File: config.mk
export PLATFORM = sky130hd
export DESIGN_NAME = pipe_ctrl_flat
export DESIGN_NICKNAME = d
export VERILOG_FILES = /design/src/rtl/pipe_ctrl_pkg.sv /design/src/rtl/pipe_ctrl_if.sv /design/src/rtl/pipe_ctrl_hazard_detect.sv /design/src/rtl/pipe_ctrl.sv /design/src/flat_wrapper.sv
export SDC_FILE = /design/constraint.sdc
export NUM_CORES = 1
export LEC_CHECK = 0
export CAP_MARGIN = 40
export CELL_PAD_IN_SITES_DETAIL_PLACEMENT = 1
export CELL_PAD_IN_SITES_GLOBAL_PLACEMENT = 1
export CORE_MARGIN = 10
export CORE_UTILIZATION = 21
export CTS_CLUSTER_DIAMETER = 100
export DETAILED_ROUTE_END_ITERATION = 7
export PLACE_DENSITY = 0.71
export SLEW_MARGIN = 20
export SYNTH_ARGS = -nofsm -noshare
export SYNTH_HDL_FRONTEND = slang
export SYNTH_SLANG_ARGS = --single-unit
export TNS_END_PERCENT = 30
File: constraint.sdc
create_clock -name clk -period 1.72 [get_ports clk]
set_input_delay 0.344 -clock clk [delete_from_list [all_inputs] [get_ports clk]]
set_output_delay 0.344 -clock clk [all_outputs]
set_load 0.02 [all_outputs]
File: src/rtl/pipe_ctrl_pkg.sv
// Shared CPU pipeline-control definitions: FSM state encodings, PC source
// select codes, and the load-use compare helper used by hazard detection.
package pipe_ctrl_pkg;

    // Controller FSM states
    typedef enum logic [1:0] {
        ST_RUN    = 2'b00,
        ST_DRAIN  = 2'b01,
        ST_VECTOR = 2'b10
    } state_t;

    // Next-PC source select
    localparam logic [1:0] PCSEL_SEQ = 2'b00;   // sequential or branch target
    localparam logic [1:0] PCSEL_VEC = 2'b01;   // interrupt handler vector
    localparam logic [1:0] PCSEL_EPC = 2'b10;   // return address from EPC

    // Cycles spent flushing younger instructions before vectoring
    localparam logic [1:0] DRAIN_CYCLES = 2'd2;

    // A load in EX whose destination (never r0) feeds an ID-stage source
    function automatic logic load_use_hit(
        input logic       memrd,
        input logic [4:0] wa,
        input logic [4:0] rs,
        input logic [4:0] rt
    );
        return memrd && (wa != 5'd0) && ((wa == rs) || (wa == rt));
    endfunction

endpackage

File: src/rtl/pipe_ctrl_if.sv
// Bundle of hazard/interrupt inputs and stage-control outputs between the
// pipeline datapath (master side) and the pipeline controller (slave side).
interface pipe_ctrl_if;
    import pipe_ctrl_pkg::*;

    // Status from datapath
    logic       mem_stall;
    logic       ex_memrd;
    logic [4:0] ex_wa;
    logic [4:0] id_rs;
    logic [4:0] id_rt;
    logic       br_taken;
    logic       irq;
    logic       int_en;
    logic       eret_id;

    // Controls back to datapath
    logic       pc_wr;
    logic       ifid_wr;
    logic       idex_wr;
    logic       exme_wr;
    logic       mewb_wr;
    logic       ifid_clr;
    logic       idex_clr;
    logic       exme_clr;
    logic       mewb_clr;
    logic [1:0] pc_sel;
    logic       epc_wr;
    logic       int_ack;
    logic       in_isr;

    modport master (
        output mem_stall, ex_memrd, ex_wa, id_rs, id_rt, br_taken, irq, int_en, eret_id,
        input  pc_wr, ifid_wr, idex_wr, exme_wr, mewb_wr,
        input  ifid_clr, idex_clr, exme_clr, mewb_clr,
        input  pc_sel, epc_wr, int_ack, in_isr
    );

    modport slave (
        input  mem_stall, ex_memrd, ex_wa, id_rs, id_rt, br_taken, irq, int_en, eret_id,
        output pc_wr, ifid_wr, idex_wr, exme_wr, mewb_wr,
        output ifid_clr, idex_clr, exme_clr, mewb_clr,
        output pc_sel, epc_wr, int_ack, in_isr
    );
endinterface

File: src/rtl/pipe_ctrl_hazard_detect.sv
// Combinational load-use hazard detector: flags when the instruction in ID
// needs the result of a load still in EX.
module hazard_detect
    import pipe_ctrl_pkg::*;
(
    input  logic       i_ex_memrd,
    input  logic [4:0] i_ex_wa,
    input  logic [4:0] i_id_rs,
    input  logic [4:0] i_id_rt,
    output logic       o_load_use
);

    assign o_load_use = load_use_hit(i_ex_memrd, i_ex_wa, i_id_rs, i_id_rt);

endmodule

File: src/rtl/pipe_ctrl.sv
// Pipeline controller: stage write-enables/clears, PC source select and the
// RUN -> DRAIN -> VECTOR interrupt entry sequence. Outputs are combinational
// from the registered state, drain counter, in-handler flag and inputs.
module pipe_ctrl
    import pipe_ctrl_pkg::*;
(
    input  logic        clk,
    input  logic        rst,
    pipe_ctrl_if.slave  bus
);

    state_t     r_state;
    logic [1:0] r_cnt;
    logic       r_in_isr;

    state_t     w_next_state;
    logic [1:0] w_next_cnt;
    logic       w_next_in_isr;
    logic       w_load_use;

    logic       w_pc_wr, w_ifid_wr, w_idex_wr, w_exme_wr, w_mewb_wr;
    logic       w_ifid_clr, w_idex_clr, w_exme_clr, w_mewb_clr;
    logic [1:0] w_pc_sel;
    logic       w_epc_wr, w_int_ack;

    hazard_detect u_hazard (
        .i_ex_memrd (bus.ex_memrd),
        .i_ex_wa    (bus.ex_wa),
        .i_id_rs    (bus.id_rs),
        .i_id_rt    (bus.id_rt),
        .o_load_use (w_load_use)
    );

    // State, drain counter and in-handler flag; reset abandons any sequence
    always_ff @(posedge clk) begin
        if (!rst) begin
            r_state  <= ST_RUN;
            r_cnt    <= 2'd0;
            r_in_isr <= 1'b0;
        end else begin
            r_state  <= w_next_state;
            r_cnt    <= w_next_cnt;
            r_in_isr <= w_next_in_isr;
        end
    end

    // Next-state and stage-control decode; a memory stall freezes everything
    always_comb begin
        w_next_state  = r_state;
        w_next_cnt    = r_cnt;
        w_next_in_isr = r_in_isr;
        w_pc_wr    = 1'b0;
        w_ifid_wr  = 1'b0;
        w_idex_wr  = 1'b0;
        w_exme_wr  = 1'b0;
        w_mewb_wr  = 1'b0;
        w_ifid_clr = 1'b0;
        w_idex_clr = 1'b0;
        w_exme_clr = 1'b0;
        w_mewb_clr = 1'b0;
        w_pc_sel   = PCSEL_SEQ;
        w_epc_wr   = 1'b0;
        w_int_ack  = 1'b0;

        if (!rst) begin
            // Hold all stages cleared while reset is low
            w_ifid_clr = 1'b1;
            w_idex_clr = 1'b1;
            w_exme_clr = 1'b1;
            w_mewb_clr = 1'b1;
        end else if (bus.mem_stall) begin
            // Frozen: defaults already hold state and deassert every control
            w_next_state = r_state;
        end else begin
            case (r_state)
                ST_RUN: begin
                    w_pc_wr   = 1'b1;
                    w_ifid_wr = 1'b1;
                    w_idex_wr = 1'b1;
                    w_exme_wr = 1'b1;
                    w_mewb_wr = 1'b1;
                    if (bus.br_taken) begin
                        // Squash wrong-path fetch/decode; also cancels load-use stall
                        w_ifid_clr = 1'b1;
                        w_idex_clr = 1'b1;
                    end else if (bus.eret_id) begin
                        w_pc_sel      = PCSEL_EPC;
                        w_ifid_clr    = 1'b1;
                        w_next_in_isr = 1'b0;
                    end else if (w_load_use) begin
                        // Hold PC and IF/ID, inject a bubble into EX
                        w_pc_wr    = 1'b0;
                        w_ifid_wr  = 1'b0;
                        w_idex_clr = 1'b1;
                    end else if (bus.irq && bus.int_en && !r_in_isr) begin
                        // Capture ID-stage PC as return point and start flushing
                        w_epc_wr     = 1'b1;
                        w_pc_wr      = 1'b0;
                        w_ifid_clr   = 1'b1;
                        w_idex_clr   = 1'b1;
                        w_next_state = ST_DRAIN;
                        w_next_cnt   = DRAIN_CYCLES;
                    end else begin
                        w_pc_sel = PCSEL_SEQ;
                    end
                end
                ST_DRAIN: begin
                    // Let older instructions retire while nothing new enters
                    w_ifid_clr = 1'b1;
                    w_idex_clr = 1'b1;
                    w_exme_wr  = 1'b1;
                    w_mewb_wr  = 1'b1;
                    if (r_cnt == 2'd1) begin
                        w_next_state = ST_VECTOR;
                        w_next_cnt   = 2'd0;
                    end else begin
                        w_next_cnt = r_cnt - 2'd1;
                    end
                end
                ST_VECTOR: begin
                    w_pc_sel      = PCSEL_VEC;
                    w_pc_wr       = 1'b1;
                    w_ifid_wr     = 1'b1;
                    w_idex_wr     = 1'b1;
                    w_exme_wr     = 1'b1;
                    w_mewb_wr     = 1'b1;
                    w_int_ack     = 1'b1;
                    w_next_in_isr = 1'b1;
                    w_next_state  = ST_RUN;
                end
                default: begin
                    w_next_state = ST_RUN;
                    w_next_cnt   = 2'd0;
                end
            endcase
        end
    end

    assign bus.pc_wr    = w_pc_wr;
    assign bus.ifid_wr  = w_ifid_wr;
    assign bus.idex_wr  = w_idex_wr;
    assign bus.exme_wr  = w_exme_wr;
    assign bus.mewb_wr  = w_mewb_wr;
    assign bus.ifid_clr = w_ifid_clr;
    assign bus.idex_clr = w_idex_clr;
    assign bus.exme_clr = w_exme_clr;
    assign bus.mewb_clr = w_mewb_clr;
    assign bus.pc_sel   = w_pc_sel;
    assign bus.epc_wr   = w_epc_wr;
    assign bus.int_ack  = w_int_ack;
    assign bus.in_isr   = r_in_isr;

endmodule

File: src/flat_wrapper.sv
// flat-port wrapper written by rule: the top's interface ports become plain ports
module pipe_ctrl_flat import pipe_ctrl_pkg::*;
  (clk, rst, bus_mem_stall, bus_ex_memrd, bus_ex_wa, bus_id_rs, bus_id_rt, bus_br_taken, bus_irq, bus_int_en, bus_eret_id, bus_pc_wr, bus_ifid_wr, bus_idex_wr, bus_exme_wr, bus_mewb_wr, bus_ifid_clr, bus_idex_clr, bus_exme_clr, bus_mewb_clr, bus_pc_sel, bus_epc_wr, bus_int_ack, bus_in_isr);
  pipe_ctrl_if bus_i ();
  input  logic clk;
  input  logic rst;
  input wire logic [$bits(bus_i.mem_stall)-1:0] bus_mem_stall;
  input wire logic [$bits(bus_i.ex_memrd)-1:0] bus_ex_memrd;
  input wire logic [$bits(bus_i.ex_wa)-1:0] bus_ex_wa;
  input wire logic [$bits(bus_i.id_rs)-1:0] bus_id_rs;
  input wire logic [$bits(bus_i.id_rt)-1:0] bus_id_rt;
  input wire logic [$bits(bus_i.br_taken)-1:0] bus_br_taken;
  input wire logic [$bits(bus_i.irq)-1:0] bus_irq;
  input wire logic [$bits(bus_i.int_en)-1:0] bus_int_en;
  input wire logic [$bits(bus_i.eret_id)-1:0] bus_eret_id;
  output wire logic [$bits(bus_i.pc_wr)-1:0] bus_pc_wr;
  output wire logic [$bits(bus_i.ifid_wr)-1:0] bus_ifid_wr;
  output wire logic [$bits(bus_i.idex_wr)-1:0] bus_idex_wr;
  output wire logic [$bits(bus_i.exme_wr)-1:0] bus_exme_wr;
  output wire logic [$bits(bus_i.mewb_wr)-1:0] bus_mewb_wr;
  output wire logic [$bits(bus_i.ifid_clr)-1:0] bus_ifid_clr;
  output wire logic [$bits(bus_i.idex_clr)-1:0] bus_idex_clr;
  output wire logic [$bits(bus_i.exme_clr)-1:0] bus_exme_clr;
  output wire logic [$bits(bus_i.mewb_clr)-1:0] bus_mewb_clr;
  output wire logic [$bits(bus_i.pc_sel)-1:0] bus_pc_sel;
  output wire logic [$bits(bus_i.epc_wr)-1:0] bus_epc_wr;
  output wire logic [$bits(bus_i.int_ack)-1:0] bus_int_ack;
  output wire logic [$bits(bus_i.in_isr)-1:0] bus_in_isr;
  assign bus_i.mem_stall = bus_mem_stall;
  assign bus_i.ex_memrd = bus_ex_memrd;
  assign bus_i.ex_wa = bus_ex_wa;
  assign bus_i.id_rs = bus_id_rs;
  assign bus_i.id_rt = bus_id_rt;
  assign bus_i.br_taken = bus_br_taken;
  assign bus_i.irq = bus_irq;
  assign bus_i.int_en = bus_int_en;
  assign bus_i.eret_id = bus_eret_id;
  assign bus_pc_wr = bus_i.pc_wr;
  assign bus_ifid_wr = bus_i.ifid_wr;
  assign bus_idex_wr = bus_i.idex_wr;
  assign bus_exme_wr = bus_i.exme_wr;
  assign bus_mewb_wr = bus_i.mewb_wr;
  assign bus_ifid_clr = bus_i.ifid_clr;
  assign bus_idex_clr = bus_i.idex_clr;
  assign bus_exme_clr = bus_i.exme_clr;
  assign bus_mewb_clr = bus_i.mewb_clr;
  assign bus_pc_sel = bus_i.pc_sel;
  assign bus_epc_wr = bus_i.epc_wr;
  assign bus_int_ack = bus_i.int_ack;
  assign bus_in_isr = bus_i.in_isr;
  pipe_ctrl u_core (.clk(clk), .rst(rst), .bus(bus_i));
endmodule
## After elaboration in Yosys (flattened, before gate mapping)

Cells that the tools add are included.

| cells by class | value |
|---|---|
| $add $sub $neg | 1 |
| multipliers | 0 |
| divide/modulo/power cells | 0 |
| magnitude comparators | 0 |
| equality and inequality tests | 11 |
| shift-type cells | 0 |
| multiplexer cells | 61 |
| bitwise gates (word level) | 2 |
| reduce and logical (&&, ||, !) cells | 14 |

Operators by type and width:

| cell | count |
|---|---|
| $mux 1 | 39 |
| $mux 2 | 14 |
| $reduce_and 6->1 | 2 |
| $eq 5x5->1 | 2 |
| $pmux 1 s2 | 5 |
| $ne 2x2->1 const B | 4 |
| $pmux 2 s2 | 2 |
| $pmux 2 s3 | 1 |
| $reduce_bool 5->1 | 1 |
| $eq 2x1->1 const B | 2 |
| $logic_and 1x1->1 | 4 |
| $ne 2x1->1 const B | 2 |
| $reduce_and 4->1 | 1 |
| $reduce_or 3->1 | 1 |
| $eq 2x2->1 const B | 1 |
| $logic_not 2->1 | 1 |
| $not 1->1 | 2 |
| $reduce_bool 2->1 | 1 |
| $reduce_or 2->1 | 1 |
| $sub 2x1->2 const B | 1 |
| $logic_not 1->1 | 1 |
| $logic_or 1x1->1 | 1 |

| word-level totals | value |
|---|---|
| register bits after elaboration | 5 |
| latch bits | 0 |
| memory bits (writable) | 0 |
| bits in read-only memories | 0 |
| bits of input ports | 23 |
| output and inout bits | 14 |
| memories kept | 0 |

## Longest topological paths before layout

Gate-level depths: netlist (run 1).

| depth | value |
|---|---|
| depth in word-level cells | 9 |
| depth in mapped cells | 5 |
| mapped depth without buffers | 5 |

## Modules after synthesis

From an unflattened synthesis (run 1), not the netlist that was laid out.

| second synthesis, totals | value |
|---|---|
| cell total of the unflattened synthesis | 72 |
| area total of the unflattened synthesis | 550.5 µm² |

Modules (own cells, without submodules):

| module | times used | cells each | area each (µm²) |
|---|---|---|---|
| pipe_ctrl | 1 | 55 | 425.4 |
| hazard_detect | 1 | 17 | 125.1 |

## Least setup slack after synthesis (run 1)

OpenSTA, ideal clock, no wires.

| path | value |
|---|---|
| kind | input -> output |
| start | input port bus_ex_wa[1] |
| end | output port bus_epc_wr |
| arrival time | 1.647 ns |
| path slack | -0.271 ns |
| stages on the path | 4 |
| cell sequence | or4_4 > o21ai_4 > nor2_1 > nor3_1 |

| on the way | value |
|---|---|
| longest elaborated chain between the ends | 9 |
| elaborated cells between the ends (all ways) | 12 |

RTL lines:

| what | line | RTL |
|---|---|---|
| start: declaration | flat_wrapper.sv:9 | `input wire logic [$bits(bus_i.ex_wa)-1:0] bus_ex_wa;` |
| $eq 5x5->1 or $reduce_bool 5->1 (tied branches) | pipe_ctrl_pkg.sv:27 | `return memrd && (wa != 5'd0) && ((wa == rs) \|\| (wa == rt));` |
| $logic_or 1x1->1 or $logic_and 1x1->1 (tied branches) | pipe_ctrl_pkg.sv:27 |  |
| $logic_and 1x1->1 (*) | pipe_ctrl_pkg.sv:27 |  |
| $mux 1 (*) | pipe_ctrl.sv:90 | `end else if (w_load_use) begin` |
| $mux 1 (*) | pipe_ctrl.sv:86 | `end else if (bus.eret_id) begin` |
| $mux 1 (*) | pipe_ctrl.sv:82 | `if (bus.br_taken) begin` |
| $mux 1 (*) | pipe_ctrl.sv:75 | `case (r_state)` |
| $mux 1 (*) | pipe_ctrl.sv:71 | `end else if (bus.mem_stall) begin` |
| $mux 1 (*) | pipe_ctrl.sv:65 | `if (!rst) begin` |
| end: declaration | flat_wrapper.sv:26 | `output wire logic [$bits(bus_i.epc_wr)-1:0] bus_epc_wr;` |

Every way passes the cells marked *; elsewhere a longest branch is shown, timed or not.

## Worst setup path in the final report (run 1)

| path | value |
|---|---|
| start | input port bus_ex_wa[4] |
| end | output port bus_pc_wr |

| on the way | value |
|---|---|
| longest elaborated chain between the ends | 9 |
| elaborated cells between the ends (all ways) | 12 |

RTL lines:

| what | line | RTL |
|---|---|---|
| $eq 5x5->1 or $reduce_bool 5->1 (tied branches) | pipe_ctrl_pkg.sv:27 |  |
| $logic_or 1x1->1 or $logic_and 1x1->1 (tied branches) | pipe_ctrl_pkg.sv:27 |  |
| $logic_and 1x1->1 (*) | pipe_ctrl_pkg.sv:27 |  |
| $mux 1 (*) | pipe_ctrl.sv:90 |  |
| $mux 1 (*) | pipe_ctrl.sv:86 |  |
| $mux 1 (*) | pipe_ctrl.sv:82 |  |
| $pmux 1 s2 (*) | pipe_ctrl.sv:75 |  |
| $mux 1 (*) | pipe_ctrl.sv:71 |  |
| $mux 1 (*) | pipe_ctrl.sv:65 |  |
| end: declaration | flat_wrapper.sv:16 | `output wire logic [$bits(bus_i.pc_wr)-1:0] bus_pc_wr;` |

Marks and branches as above.

==> results.tsv, run 1 <==
stage	metric	value	unit
die	start_util	22.66	%
clock_tree	cts-root-buf	clkbuf_4	
sta	post-route-period-util	114.0	%
power	p_sw_share	33.39	%
grt	overflow	0	
power	p_leak	0.5220	nW
logic_synthesis	yosysWarnings	0	
cells_and_area	fin_util	45.72	%
cells_and_area	n_antenna_cell	0	
flow_run	cap_violations	0	
sta	finalSetupViolCount	6	
clock_tree	cts_tree	yes	
clock_tree	clkLatencyLatePin	0.24	ns
drt	drtAntennaViolNets	0	
placement	dpl_cell_area	0.001116	sq mm
logic_synthesis	synth_flop_cell	dfxtp_1	
setup_path	crit_arrival	1.62	ns
clock_tree	cts.sinks	5	
setup_path	critPathKind	in -> out	
logic_synthesis	syn_nets	97	
sta	fmax	510.2	MHz
drt	via_per_inst	4.688	
die	rows	18	
die	die-area	0.005243	sq mm
power	power_density	406.8	mW/mm^2
power	combinationalPowerShare	46.4	%
sta	relSlewSlack	78.00	%
sta	drv_slew	0	
cells_and_area	most-common-layout-cells	buf_4 (26), buf_2 (11), xor2_1 (8), nor2_1 (7), dlygate4sd2_1 (6)	
clock_tree	ctsHoldBuffers	0	
logic_synthesis	postSynthAreaPerCell	7.901	sq um
power	pwr-share-clk	28.6	%
power	seq_power_share	25.0	%
power	intPower	0.3153	mW
outcome	status	complete, but fails checks	
logic_synthesis	seq_area_frac_synth	17.35	%
logic_synthesis	async_reset_ff_share	0	%
cells_and_area	nets	155	
grt	grt_max_degree	9	
setup_path	cp-start-kind	input pin	
die	die_h	72.41	microns
grt	antenna_found_initial	0	
drt	drc	0	
sta	finalCriticalPeriod	1.960	ns
setup_path	crit_fanout	4	
sta	whs	0.4677	ns
cells_and_area	syn_to_final_growth	101.7	%
logic_synthesis	syn_area	576.8	sq um
power	vdd_drop_max	0.2101	mV
drt	first_iter_violations	32	
cells_and_area	drive_above_1_share	55.38	%
die	core_area	0.002545	sq mm
clock_tree	h-tree-depth	1	
sta	finalHoldViolations	0	
die	die_x	72.41	microns
grt	grt_pass1_wl	4340	microns
die	io_pins	37	
drt	drt_wl_total	2563	microns
logic_synthesis	yosysUniqueCellTypes	32	
cells_and_area	post-route-cell-area	0.001164	sq mm
drt	wl_per_cell	16.02	microns
sta	rsz0062_at_grt	yes	
logic_synthesis	ys_top_cells_by_area	dfxtp_1 (17%), xor2_1 (15%), nor2_1 (5.9%), o41ai_4 (4.8%), buf_4 (3.9%)	
logic_synthesis	ys_ff_latch	5	
logic_synthesis	synthCells	73	
clock_tree	path_clk_slew	0.05	ns
placement	dp_hpwl	2124	microns
grt	track_usage	10.03	%
sta	worstMarginPinSlew	0.3289	ns
clock_tree	cts-buffers-inserted	3	
sta	timing.final.ws_setup	-0.2401	ns
placement	port-buffer-count	36	
drt	first_pass_iters	3	
placement	dpl_worst_slack	-1.080	ns
setup_path	crit_required	1.38	ns
min_path	min_path_type	reg -> reg	
clock_tree	cts_buffer_depth	2	
logic_synthesis	synth_top_area_share	17.35	%
logic_synthesis	synth_edf_count	0	
logic_synthesis	synth_area_leader_cell	dfxtp_1	
grt	grt_pass1_vias	875	
cells_and_area	final_common_cell	buf_4	
drt	via_count	750	
sta	finClkSkew	0.008213	ns
power	switching_power	0.1581	mW
outcome	violations	negative setup slack	
setup_path	cp-end-kind	output pin	
placement	gp_congestion	0.7639	
==> metal layers <==
| metal | track usage, % | wire, microns |
|---|---|---|
| met5 | 0 | 0 |
| met4 | 2.532 | 0 |
| met3 | 2.041 | 148 |
| met2 | 18.56 | 1382 |
| met1 | 11.28 | 1032 |
==> through the flow <==
step,total power [mW],setup TNS (ns),std cells
detailed placement,0.3378,-10.78,154
finish,0.4734,-1.108,160
global placement,0.3330,-10.34,154
floorplan,0.2071,-0.6200,73
global route,0.5067,-1.549,160
CTS,0.4758,-1.267,160
==> synth_stat cells, types with 2 or more instances <==
cell type	count
inv_1	3
o211ai_1	2
clkbuf_1	3
buf_4	3
xor2_1	10
nand2_1	5
mux2i_1	2
dfxtp_1	5
o21ai_0	4
nor3_2	2
nor2_1	9
a21oi_1	4
nor3_1	2
==> worst max-delay path: stages <==
cell	delay [ns]
buf_8	0.10
or4_4	0.54
o21ai_4	0.19
o21ba_4	0.18
o41a_1	0.13
buf_6	0.12
==> area by class of cell <==
cell class / count / area, sq um
Clock buffer: 3 / 22.52
Multi-Input combinational cell: 58 / 508.0
Inverter: 4 / 16.27
Fill cell: 321 / 1381
Sequential cell: 5 / 100.1
Clock inverter: 1 / 5.005
Timing Repair Buffer: 59 / 474.2
Tap cell: 30 / 37.54
==> state kept, by name, indices dropped and copies added (netlist names) <==
signal and flops:
u_core.r_cnt 2, u_core.bus.in_isr 1, u_core.r_state 2
==> power groups by stage <==
stage | combinational [mW] | clock [mW] | sequential, mW
after floorplan | 0.0869 | 0 | 0.120
after global placement | 0.213 | 0 | 0.120
after detailed placement | 0.217 | 0 | 0.120
after CTS | 0.216 | 0.141 | 0.118
after global routing | 0.240 | 0.149 | 0.118
final | 0.220 | 0.136 | 0.118
==> what timing repair did <==
item                       4_1_cts  5_1_grt
gates resized for setup        121        9
pin swaps                       19        7
cloned                           0        0
setup endpoints to repair       15       12
buffers inserted                 2        0
==> logic make-up after synthesis <==
family	synth area share, %
AO/OA/AOI/OAI	27.12
adder cells (fa/ha/maj)	2.169
XOR/XNOR	15.18
multiplexers	3.471
AND/OR/NAND/NOR	26.25
buffers and inverters	8.459
flip-flops	17.35
==> path summary, 6_finish.rpt <==
path / startpoint / to / slack, ns / depth (start not counted)
setup / recovery: bus_ex_wa[4] / bus_pc_wr / -0.24 / 6
hold / removal: u_core.r_cnt[1] / u_core.r_cnt[1] / 0.47 / 2
setup reg to reg: u_core.r_state[1] / u_core.r_cnt[0] / 0.24 / 6
hold reg to reg: u_core.r_cnt[1] / u_core.r_cnt[1] / 0.47 / 2
No activity file was read; power rests on OpenSTA's default activity.
==> inputs of run 2 (changes only) <==
--- a/config.mk
+++ b/config.mk
@@ -12,4 +12,5 @@
 export CORE_UTILIZATION = 21
 export CTS_CLUSTER_DIAMETER = 100
+export CTS_CLUSTER_SIZE = 28
 export DETAILED_ROUTE_END_ITERATION = 7
 export PLACE_DENSITY = 0.71
==> constraint.sdc (replaced) <==
create_clock -name clk -period 1.72 [get_ports clk]
set_input_delay 0.344 -clock clk [delete_from_list [all_inputs] [get_ports clk]]
set_output_delay 0.344 -clock clk [all_outputs]
set_load 0.05 [all_outputs]
==> run 2 against run 1 <==
  * The flow still finishes with violations (negative setup slack)
  * Sequential share of layout area is 1.2 points lower
  * Combinational power increased by 34%
  * Critical endpoint unchanged
  * Count of clock-buffer cells in the layout rose by 1
  * Clock power about the same
==> results.tsv, run 2 (synthesis gave the netlist of run 1 again) <==
stage	metric	value	unit
drt	wl_per_cell	15.77	microns
sta	finalCriticalPeriod	2.117	ns
setup_path	critPathKind	in -> out	
sta	worstMarginPinSlew	0.3921	ns
setup_path	crit_required	1.38	ns
power	vdd_drop_max	0.3205	mV
clock_tree	h-tree-depth	1	
clock_tree	cts-root-buf	clkbuf_4	
sta	post-route-period-util	123.1	%
placement	port-buffer-count	36	
die	die_x	72.41	microns
power	p_leak	0.5873	nW
sta	drv_slew	0	
placement	dpl_worst_slack	-0.7603	ns
min_path	min_path_type	reg -> reg	
grt	grt_pass1_vias	920	
die	core_area	0.002545	sq mm
sta	whs	0.4695	ns
clock_tree	clkLatencyLatePin	0.24	ns
drt	first_iter_violations	40	
setup_path	r2r-start	u_core.r_state[1]	
cells_and_area	post-route-cell-area	0.001363	sq mm
sta	relSlewSlack	73.62	%
setup_path	rrSetupSlack	0.26	ns
setup_path	worstPathCellList	buf_8 -> buf_4 -> xor2_2 -> nor3_2 -> a22oi_2 -> o21ba_4 -> o41a_4 -> buf_8	
cells_and_area	final_common_cell	buf_4	
sta	finClkSkew	0.001657	ns
placement	dp_hpwl	2190	microns
drt	drt_wl_total	2523	microns
setup_path	crit_arrival	1.77	ns
grt	grt_pass1_wl	4471	microns
placement	gp_congestion	0.8322	
drt	first_pass_iters	2	
setup_path	critPathSlowestCell	o41a_4	
clock_tree	path_clk_slew	0.04	ns
clock_tree	cts.sinks	5	
die	start_util	22.66	%
drt	via_per_inst	4.725	
sta	fmax	472.4	MHz
setup_path	worst_r2r_path_depth	5	
cells_and_area	syn_to_final_growth	136.2	%
grt	overflow	0	
grt	track_usage	10.39	%
clock_tree	cts-buffers-inserted	3	
drt	via_count	756	
power	power_density	402.9	mW/mm^2
cells_and_area	nets	155	
grt	antenna_found_initial	0	
sta	finalSetupViolCount	6	
sta	finalHoldViolations	0	
setup_path	path_delay_family	compound AO/OA/AOI/OAI gates	
die	die-area	0.005243	sq mm
cells_and_area	most-common-layout-cells	buf_4 (22), dlygate4sd2_1 (9), buf_12 (9), xor2_1 (8), nor2_1 (7)	
setup_path	crit_buf_inv	3	
sta	timing.final.ws_setup	-0.3967	ns
placement	dpl_cell_area	0.001246	sq mm
cells_and_area	drive_above_1_share	50.77	%
grt	grt_max_degree	9	
drt	drtAntennaViolNets	0	
outcome	status	complete, but fails checks	
die	io_pins	37	
setup_path	cp-start-kind	input pin	
min_path	hold_depth	2	
setup_path	crit_fanout	2	
outcome	violations	negative setup slack	
setup_path	reg2reg_to	u_core.r_cnt[0]	
setup_path	critPathMaxStageDelay	0.35	ns
min_path	min_from	u_core.r_cnt[1]	
min_path	min_to	u_core.r_cnt[1]	
die	rows	18	
cells_and_area	n_antenna_cell	0	
flow_run	cap_violations	0	
drt	drc	0	
clock_tree	ctsHoldBuffers	0	
die	die_h	72.41	microns
setup_path	cp-end-kind	output pin	
clock_tree	cts_buffer_depth	2	
setup_path	path_common_cell	buf_8	
clock_tree	cts_tree	yes	
sta	rsz0062_at_grt	yes	
==> run 2: cell count changes in the layout (fill, tap and decap cells not counted), moves of 2 or more <==
cell | before | now
nor2_2 | 2 | 0
dlygate4sd2_1 | 6 | 9
nor3_2 | 4 | 2
nor2_4 | 0 | 2
clkinv_2 | 2 | 0
buf_4 | 26 | 22
buf_2 | 11 | 1
inv_2 | 0 | 2
buf_12 | 0 | 9
==> run 2: final cells by class <==
type | count | area (sq um)
clock buffers | 4 | 26.28
fillers | 295 | 1182
inverters | 4 | 15.01
well taps | 30 | 37.54
repair buffers | 59 | 646.9
multi-input cells | 58 | 535.5
flip-flops and latches | 5 | 101.3
==> run 2: per-stage QoR <==
| stage | instances | setup TNS, ns | util, % | power (mW) |
|---|---|---|---|---|
| 2_1_floorplan | 73 | -2.253 | - | 0.2500 |
| 4_1_cts | 160 | -2.862 | 53.29 | 0.5669 |
| 3_3_place_gp | 153 | -5.743 | 48.97 | 0.3982 |
| 5_1_grt | 160 | -2.502 | 53.54 | 0.5823 |
| 6_report | 160 | -1.920 | 53.54 | 0.5489 |
| 3_5_place_dp | 153 | -6.262 | 48.97 | 0.4054 |
==> run 2: worst max path at each step <==
stage / from / endpoint / slack [ns] / cells after the start
6_report: bus_ex_wa[4] / bus_pc_wr / -0.40 / 8
5_1_grt: bus_ex_wa[4] / bus_epc_wr / -0.46 / 8
4_1_cts: bus_ex_wa[4] / bus_idex_clr / -0.48 / 7
3_5_place_dp: bus_ex_wa[4] / bus_pc_wr / -0.76 / 7
3_3_place_gp: bus_ex_wa[4] / bus_pc_wr / -0.70 / 7
2_1_floorplan: bus_ex_wa[4] / bus_idex_clr / -0.44 / 5
==> run 2: repair_timing <==
item	4_1_cts	5_1_grt
setup endpoints to repair	16	15
gates resized for setup	44	9
gates cloned	0	0
pin swaps	14	12
setup buffers	3	0
==> run 2: tightest hold or removal path: stages (launching register included) <==
cell     delay (ns)
dfxtp_1        0.30
nand2_1        0.06
mux2i_1        0.06
==> run 2: routing by layer <==
metal	global-route usage [%]	vias up	part of all wire [%]
met5	0	-	0
met1	11.00	356	41
met2	18.66	26	51
met4	2.532	0	0.67
li1	-	372	-
met3	4.218	2	7.8
==> run 2: power breakdown <==
part | internal (mW) | total (mW) | leakage [nW] | switching (mW)
logic | 0.150 | 0.294 | 0.531 | 0.144
registers | 0.118 | 0.119 | 0.0409 | 0.00128
clock network | 0.0877 | 0.136 | 0.0150 | 0.0481
total | 0.356 | 0.549 | 0.587 | 0.193
==> inputs of run 3 (changes only) <==
- CORE_UTILIZATION: 21 -> 24
- PLACE_DENSITY: 0.71 -> 0.77
- clock period: 1.72 -> 2.2 ns (I/O delays scaled with it)
==> run 3 against run 2 <==
  * Sequential share of layout area up 0.50 points
  * Combinational power down 24%
  * Via count is 1.7% higher
  * Hold slack gained 0.0025 ns
  * First-iteration DRC count is 28% lower
  * Flip-flop and latch count did not move
  * Cell count fell by 5.0%
  * Clock power fell by 8%
  * Sequential power fell by 21%
  * The run still ends with negative setup slack left
  * Register-to-register slack improved by 0.30 ns
  * Power is 20% lower
==> results.tsv, run 3 (synthesis gave the netlist of run 1 again) <==
stage	metric	value	unit
drt	drtAntennaViolNets	0	
drt	via_per_inst	5.059	
setup_path	crit_required	1.76	ns
setup_path	critPathMaxStageDelay	0.45	ns
clock_tree	clkLatencyLatePin	0.28	ns
sta	drv_slew	0	
sta	relSlewSlack	66.88	%
power	p_leak	0.5262	nW
die	die_x	69.03	microns
die	die-area	0.004764	sq mm
drt	via_count	769	
sta	worstMarginPinSlew	0.4952	ns
clock_tree	cts_buffer_depth	2	
die	io_pins	37	
min_path	min_from	u_core.r_cnt[1]	
clock_tree	cts.sinks	5	
sta	finalCriticalPeriod	2.284	ns
grt	track_usage	11.40	%
cells_and_area	nets	149	
flow_run	cap_violations	0	
grt	grt_pass1_wl	4560	microns
cells_and_area	n_antenna_cell	0	
clock_tree	cts_tree	yes	
placement	dp_hpwl	2275	microns
setup_path	critPathKind	in -> out	
die	die_h	69.03	microns
cells_and_area	fillers	278	
grt	antenna_found_initial	0	
grt	overflow	0	
min_path	min_path_type	reg -> reg	
setup_path	critPathSlowestCell	clkdlybuf4s50_1	
outcome	violations	negative setup slack	
sta	timing.final.ws_setup	-0.08443	ns
cells_and_area	syn_to_final_growth	118.7	%
sta	fmax	437.7	MHz
placement	dpl_worst_slack	-0.4209	ns
clock_tree	path_clk_slew	0.04	ns
cells_and_area	drive_above_1_share	49.19	%
setup_path	rrSetupSlack	0.56	ns
placement	port-buffer-count	36	
setup_path	crit_start	bus_irq	
setup_path	cp-start-kind	input pin	
drt	wl_per_cell	18.03	microns
die	core_area	0.002255	sq mm
power	vdd_drop_max	0.2107	mV
outcome	status	complete, but fails checks	
drt	first_pass_iters	4	
setup_path	reg2reg_to	u_core.r_cnt[1]	
placement	gp_congestion	0.7575	
sta	rsz0062_at_grt	yes	
drt	first_iter_violations	29	
clock_tree	h-tree-depth	1	
die	start_util	25.58	%
drt	drt_wl_total	2740	microns
grt	grt_max_degree	10	
clock_tree	ctsHoldBuffers	0	
grt	grt_pass1_vias	919	
setup_path	worstPathCellList	clkdlybuf4s50_1 -> and3b_2 -> o21ba_4 -> buf_6 -> o211ai_1 -> clkbuf_16	
setup_path	crit_arrival	1.84	ns
cells_and_area	final_common_cell	buf_4	
sta	finalSetupViolCount	4	
power	power_density	349.1	mW/mm^2
sta	finClkSkew	0.01962	ns
sta	post-route-period-util	103.8	%
clock_tree	cts-root-buf	clkbuf_4	
drt	drc	0	
setup_path	cp-end-kind	output pin	
sta	finalHoldViolations	0	
setup_path	cp-endpoint	bus_idex_clr	
power	power	0.4403	mW
cells_and_area	most-common-layout-cells	buf_4 (18), buf_12 (10), xor2_1 (9), clkdlybuf4s50_1 (7), nor2_1 (6)	
clock_tree	cts-buffers-inserted	3	
setup_path	worst_r2r_path_depth	5	
setup_path	r2r-start	u_core.r_state[1]	
setup_path	crit_fanout	3	
die	rows	17	
==> run 3: changes by cell type in the layout (fill, tap and decap cells not counted), sizes merged <==
cell | previous run | this run
clkdlybuf4s50 | 4 | 7
clkinv | 0 | 1
dlygate4sd2 | 9 | 0
clkbuf | 5 | 8
dlymetal6s2s | 2 | 1
buf | 38 | 36
inv | 4 | 3
==> run 3: what timing repair did <==
action / CTS / global route
pin swaps: 14 / 17
buffers inserted: 1 / 0
resized for setup: 43 / 24
setup endpoints to repair: 6 / 8
==> run 3: worst min-delay path by stage <==
| stage | end | slack [ns] | depth (start not counted) |
|---|---|---|---|
| after floorplan | u_core.r_cnt[1] | 0.44 | 2 |
| after global placement | u_core.r_cnt[1] | 0.45 | 2 |
| after detailed placement | u_core.r_cnt[1] | 0.47 | 2 |
| after CTS | u_core.r_cnt[1] | 0.48 | 2 |
| after global routing | u_core.r_cnt[1] | 0.50 | 2 |
| final | u_core.r_cnt[1] | 0.47 | 2 |
==> run 3: layout make-up <==
class | instances | area, sq um | share of cell area [%]
repair buffers | 53 | 583.1 | 46.23
multi-input cells | 58 | 501.7 | 39.78
flip-flops and latches | 5 | 100.1 | 7.937
well taps | 28 | 35.03 | 2.778
clock buffers | 4 | 26.28 | 2.083
inverters | 4 | 15.01 | 1.190
==> run 3: power by group <==
group | internal, mW | leakage (nW) | total, mW | switching (mW)
clock network | 0.0697 | 0.0150 | 0.125 | 0.0553
logic | 0.112 | 0.471 | 0.222 | 0.110
registers | 0.0919 | 0.0404 | 0.0937 | 0.00179
==> run 3: per-stage QoR <==
step | util (%) | setup TNS, ns | area, sq um | std cells | hold WS (ns)
CTS | 55.55 | -0.5271 | 1252 | 152 | 0.4772
global route | 55.94 | -0.3631 | 1261 | 152 | 0.4987
detailed placement | 53.39 | -2.300 | 1204 | 147 | 0.4703
finish | 55.94 | -0.1463 | 1261 | 152 | 0.4720
global placement | 53.39 | -2.039 | 1204 | 147 | 0.4475
floorplan | - | -0.6557 | 616.8 | 73 | 0.4385
==> run 3: critical path: cells and delay by family <==
kind                   cells  cell delay [ns]
buffers and inverters      3             0.77
AO/OA/AOI/OAI              2             0.40
AND/OR/NAND/NOR            1             0.21
==> run 3: metal layers <==
layer / GRT usage [%] / routed length (microns) / vias up / part of all wire [%]
li1: - / - / 359 / -
met1: 10.35 / 976 / 363 / 36
met2: 21.37 / 1462 / 40 / 53
met3: 4.850 / 254 / 7 / 9.3
met4: 4.878 / 48 / 0 / 1.8
met5: 0 / 0 / - / 0
